`src/rtl/ifu_fetch_ctrl.sv`:
```
// ifu_fetch_ctrl: fetches 16-byte instruction groups and hands them out as four
// independently consumed lanes, with redirect flushing and in-flight response drop.
module ifu_fetch_ctrl #(
  parameter logic [31:0] RESET_PC = 32'h8000_0000
) (
  input  logic         clk,
  input  logic         rst,
  input  logic         redirect_valid,
  input  logic [31:0]  redirect_pc,
  output logic         fetch_req_valid,
  input  logic         fetch_req_ready,
  output logic [31:0]  fetch_req_pc,
  input  logic         fetch_resp_valid,
  input  logic [127:0] fetch_resp_data,
  output logic         ifu_instA_valid,
  input  logic         ifu_instA_allowIn,
  output logic [31:0]  ifu_instA_data,
  output logic [31:0]  ifu_instA_pc,
  output logic         ifu_instB_valid,
  input  logic         ifu_instB_allowIn,
  output logic [31:0]  ifu_instB_data,
  output logic [31:0]  ifu_instB_pc,
  output logic         ifu_instC_valid,
  input  logic         ifu_instC_allowIn,
  output logic [31:0]  ifu_instC_data,
  output logic [31:0]  ifu_instC_pc,
  output logic         ifu_instD_valid,
  input  logic         ifu_instD_allowIn,
  output logic [31:0]  ifu_instD_data,
  output logic [31:0]  ifu_instD_pc
);
  typedef enum logic [1:0] {REQ, WAIT, DROP, HOLD} stateT;
  stateT        state, stateNext;
  logic [31:0]  pc;
  logic [1:0]   startOff;
  logic [3:0]   pending, allowIn, remain;
  logic [127:0] buffer;
  logic         unusedBits;
  assign unusedBits = ^redirect_pc[1:0];
  assign allowIn = {ifu_instD_allowIn, ifu_instC_allowIn, ifu_instB_allowIn, ifu_instA_allowIn};
  assign remain = pending & ~allowIn;
  always_comb begin
    stateNext = state;
    if (redirect_valid)
      stateNext = (state == WAIT || state == DROP || (state == REQ && fetch_req_ready)) ? DROP : REQ;
    else
      case (state)
        REQ:     stateNext = fetch_req_ready ? WAIT : REQ;
        WAIT:    stateNext = fetch_resp_valid ? HOLD : WAIT;
        DROP:    stateNext = fetch_resp_valid ? REQ : DROP;
        default: stateNext = (remain == 4'b0) ? REQ : HOLD;
      endcase
  end
  // pending is only ever nonzero in HOLD, so it drives the lane valids directly
  always_ff @(posedge clk or posedge rst) begin
    if (rst) begin
      state    <= REQ;
      pc       <= {RESET_PC[31:4], 4'b0};
      startOff <= RESET_PC[3:2];
      pending  <= 4'b0;
      buffer   <= 128'b0;
    end else begin
      state <= stateNext;
      if (redirect_valid) begin
        pc       <= {redirect_pc[31:4], 4'b0};
        startOff <= redirect_pc[3:2];
        pending  <= 4'b0;
      end else if (state == WAIT && fetch_resp_valid) begin
        buffer   <= fetch_resp_data;
        pending  <= 4'hF << startOff;
        startOff <= 2'b0;
      end else if (state == HOLD) begin
        pending <= remain;
        if (remain == 4'b0) pc <= pc + 32'd16;
      end
    end
  end
  assign fetch_req_valid = (state == REQ);
  assign fetch_req_pc    = pc;
  assign {ifu_instD_valid, ifu_instC_valid, ifu_instB_valid, ifu_instA_valid} = pending;
  assign ifu_instA_data = buffer[31:0];
  assign ifu_instB_data = buffer[63:32];
  assign ifu_instC_data = buffer[95:64];
  assign ifu_instD_data = buffer[127:96];
  assign ifu_instA_pc = {pc[31:4], 4'h0};
  assign ifu_instB_pc = {pc[31:4], 4'h4};
  assign ifu_instC_pc = {pc[31:4], 4'h8};
  assign ifu_instD_pc = {pc[31:4], 4'hC};
endmodule

```
`config.mk`:
```
export PLATFORM = sky130hd
export DESIGN_NAME = ifu_fetch_ctrl
export DESIGN_NICKNAME = d
export VERILOG_FILES = /design/src/rtl/ifu_fetch_ctrl.sv
export SDC_FILE = /design/constraint.sdc
export NUM_CORES = 1
export LEC_CHECK = 0
export CAP_MARGIN = 20
export CORE_AREA = 5 5 177 179
export DETAILED_ROUTE_END_ITERATION = 10
export DIE_AREA = 0 0 182 184
export GPL_TIMING_DRIVEN = 0
export PLACE_DENSITY = 0.66
export SKIP_LAST_GASP = 1
export SYNTH_ARGS = -nofsm -noshare
export SYNTH_HDL_FRONTEND = slang
export SYNTH_SLANG_ARGS = --single-unit
```
`constraint.sdc`:
```
create_clock -name clk -period 11.3 [get_ports clk]
set_input_delay 3.39 -clock clk [delete_from_list [all_inputs] [get_ports clk]]
set_output_delay 3.39 -clock clk [all_outputs]
set_load 0.02 [all_outputs]
```
==> results <==
- The first detailed-routing pass ran for 4 iterations.
- By startpoint and endpoint, the worst setup path is classified as primary input to flip-flop.
- The leakage power is 5.77 nW.
- The residual DRC count is 0.
- The clock passes through at most 2 buffers.
- The post-CTS repair timing setup buffer count is 0.
- A synthesized cell averages 11.9 um2.
- Setup violations remaining at the end of the flow were counted as 0.
- The maximum operating frequency is 175 MHz.
- The initial antenna violation count is 1.
- The number of violations reported at the end of detailed-routing iteration 0 is 206.
- The routed layout has 6576 vias.
- On the final layout, the worst hold slack is 0.501 ns.
- The synthesis warning total is 0.
- The required arrival time at the worst endpoint is 11.61 ns.
- The net count of the finished layout is 1315.
- In this run the tool buffered the top-level ports with 439 buffer cells.
- The endpoint type of the worst setup path is a flip-flop.
- The placement row count is 63.
- The reported max-cap violation count is 0.
- The y dimension of the die is 184 um.
- Setup repair after global routing left no endpoint under its margin.
- The clock latency of the later-clocked register in the worst-skew pair is 0.43 ns.
- The number of top-level design ports is 462.
- The post-route minimum period is 5.73 ns.
- The ratio of cells with drive above 1 in the final layout is 0.265.
- The final setup TNS is 0 ns.
- The worst supply voltage drop on vdd is 0.150 mV.
- The post-synth design cell area is 0.00791 mm2.
- The pin count of the biggest net entering global routing is 113.
- For this design the ratio of total power to cell area is 229 mW/mm2.
- After clock tree synthesis, the clock-pin slew on the worst setup and hold paths is 0.06 ns.
- The floorplan die area is 0.0335 mm2.
- The number of buffers inserted during clock tree synthesis is 17.
- The number of slew-limit violations in the final report came to 0.
- The via count of the first global-routing pass is 6795.
- The library cell used most frequently in the layout, excluding fill and tap cells, is sky130_fd_sc_hd__clkdlybuf4s50_1.
- The count of nets left with antenna violations once routing finished came out at 0.
- The TritonCTS clock tree is done.
- In the final routed layout, each cell accounts on average for 17.3 um.
- In this run the worst hold path is classified as flip-flop to flip-flop.
- The core region is 0.0294 mm2.
- Of the available clock period, the critical path in the final layout requires 0.507.
- The root buffer cell is sky130_fd_sc_hd__clkbuf_16.
- The starting utilization of the core area is 0.269.
- The most used flip-flop cell after synthesis is sky130_fd_sc_hd__dfrtp_1.
- The total grt overflow is 0.
- The routed via count divided by cell count is 4.26.
- The number of fillers in the final layout is 2729.
- The maximum fanout count along the critical path is 10.
- The wire-length estimate of the detail-placed layout is 21000 um.
- For this run, the total global-route usage over all layers was measured as 0.153.
- The multi-input combinational cells in the finished layout cover a total of 0.00272 mm2.
- Wires add up to 26700 um.
- In the synthesized netlist, the number of instances is 664.
- The number of enable flip-flop cells after synthesis is 0.
- Leaving out fill and tap cells, the most frequent cells in the layout are sky130_fd_sc_hd__clkdlybuf4s50_1 (439), sky130_fd_sc_hd__dfrtp_1 (163), sky130_fd_sc_hd__buf_4 (132).
- After clock tree synthesis, the flow added hold-fix buffers numbering 0.
- The number of cells upsized or downsized after cts is 0.
- The routability congestion estimate from global placement is 0.764.
- The first-pass GRT wire length is 39900 um.
- For this run, the register share of the synthesized area comes to 0.519.
- The flow ran to the end, and the final reports show no timing, DRC or antenna violations.
- The count of different cell masters after synthesis is 43.
- Once routing completed, OpenROAD measured the worst setup slack at 5.57 ns.
- The final hold violation count is 0.
- Counting flops and latches in the post-synthesis netlist gives 164.
- For this run, asynchronously set or reset flops after synthesis account for 1.00.
- For the pin with the worst max-slew slack, the measured transition is 0.755 ns.
- Headroom to the max-slew limit came out at 0.493.
- The sequential cells in the finished layout cover a total of 0.00411 mm2.
- The area overhead of the layout relative to synthesis is 71.3%.
- Measured along the x axis, the die boundary spans 182 um.
- The clock net in this run drives a total of 164 sinks.
- The post-place setup slack is 4.92 ns.
- The final clock skew is 0.0142 ns.
- The type of origin of the critical path is a primary input.
- The count of H-tree levels built during CTS is 4.
- The data arrival time at the worst-slack endpoint is 6.04 ns.
## power by group
| part | switching, mW | total, mW | internal, mW |
|---|---|---|---|
| Combinational | 0.677 | 1.46 | 0.785 |
| Sequential | 0.153 | 0.989 | 0.836 |
| Clock | 0.258 | 0.645 | 0.387 |
## metrics by stage
stage | instance area (um2) | utilization | total power, mW | instances
floorplan | 7980 | - | 1.70 | 682
global placement | 12900 | 0.437 | 2.46 | 1511
detailed placement | 12900 | 0.438 | 2.48 | 1512
CTS | 13500 | 0.461 | 3.15 | 1544
finish | 13500 | 0.461 | 3.10 | 1545
global route | 13500 | 0.461 | 3.26 | 1545
## per-layer routing
layer	GRT usage	up-vias	wire (um)
met5	0	-	0
met4	0.0450	0	526
met3	0.0704	25	2850
met2	0.270	307	13400
met1	0.166	3144	9950
li1	-	3100	-
## synth_stat cells, types with 2 or more instances
cell type                    n  area share
sky130_fd_sc_hd__dfrtp_1   163        0.52
sky130_fd_sc_hd__buf_4     132        0.13
sky130_fd_sc_hd__mux2_2    129        0.18
sky130_fd_sc_hd__nand2_1    46       0.022
sky130_fd_sc_hd__o21ai_0    24       0.015
sky130_fd_sc_hd__clkbuf_1   23       0.011
sky130_fd_sc_hd__nand3_1    20       0.013
sky130_fd_sc_hd__xnor2_1    14       0.016
sky130_fd_sc_hd__nor2_1     11      0.0052
sky130_fd_sc_hd__nor4_1     11      0.0087
sky130_fd_sc_hd__nand4_1    10      0.0079
sky130_fd_sc_hd__a31oi_1     7      0.0055
sky130_fd_sc_hd__inv_1       6      0.0028
sky130_fd_sc_hd__nor3_1      6      0.0038
sky130_fd_sc_hd__or4_1       6      0.0057
sky130_fd_sc_hd__ha_1        5      0.0079
sky130_fd_sc_hd__o211ai_1    5      0.0047
sky130_fd_sc_hd__and4_1      4      0.0044
sky130_fd_sc_hd__nand2b_1    4      0.0032
sky130_fd_sc_hd__a21oi_1     3      0.0019
sky130_fd_sc_hd__and3_1      3      0.0024
sky130_fd_sc_hd__buf_6       3      0.0043
sky130_fd_sc_hd__mux2i_1     3      0.0038
sky130_fd_sc_hd__a211o_1     2      0.0022
sky130_fd_sc_hd__buf_2       2      0.0013
sky130_fd_sc_hd__conb_1      2     0.00095
sky130_fd_sc_hd__nand3_2     2      0.0025
sky130_fd_sc_hd__or3_1       2      0.0016
sky130_fd_sc_hd__or4_4       2      0.0028
## flip-flops by register name, indices dropped and copies added (netlist names)
signal and count:
startOff 2, buffer 128, fetch_req_pc 28, pending 4, state 2
## worst max-delay path, stage by stage
cell and delay [ns]:
sky130_fd_sc_hd__clkdlybuf4s50_1 0.54, sky130_fd_sc_hd__clkinv_1 0.37, sky130_fd_sc_hd__nand3_1 0.21, sky130_fd_sc_hd__clkbuf_1 0.51
sky130_fd_sc_hd__clkbuf_1 0.59, sky130_fd_sc_hd__mux2_2 0.41
## final timing paths
kind | cells after the start | from | endpoint | slack [ns]
max | 6 | redirect_valid | buffer[36]$_DFFE_PP0P_ | 5.57
min | 1 | buffer[119]$_DFFE_PP0P_ | buffer[119]$_DFFE_PP0P_ | 0.50
max reg2reg | 6 | state[1]$_DFF_PP0_ | buffer[36]$_DFFE_PP0P_ | 8.88
min reg2reg | 1 | buffer[119]$_DFFE_PP0P_ | buffer[119]$_DFFE_PP0P_ | 0.50
max in group asynchronous | 3 | rst | buffer[52]$_DFFE_PP0P_ | 7.01
min in group asynchronous | 2 | rst | buffer[23]$_DFFE_PP0P_ | 3.36
## cells by family after synthesis
family / Yosys count / share of synthesized area
muxes: 132 / 0.187
xor gates and xnor gates: 15 / 0.0166
buffers and inverters: 168 / 0.146
and+or+nand+nor: 132 / 0.0877
DFF: 164 / 0.519
other: 2 / 0.000950
adders and majority gates: 5 / 0.00791
AOI/OAI and AO/OA: 46 / 0.0347
## layout make-up
cell class,count,share of cell area
diodes,1,0.000185
plain buffers,161,0.0830
clock buffers,20,0.0337
clock inverters,12,0.0142
inverters,7,0.00249
multi-input cells,350,0.201
flip-flops and latches,164,0.303
well taps,390,0.0360
repair buffers,440,0.326
(Power assumes the default switching activity.)
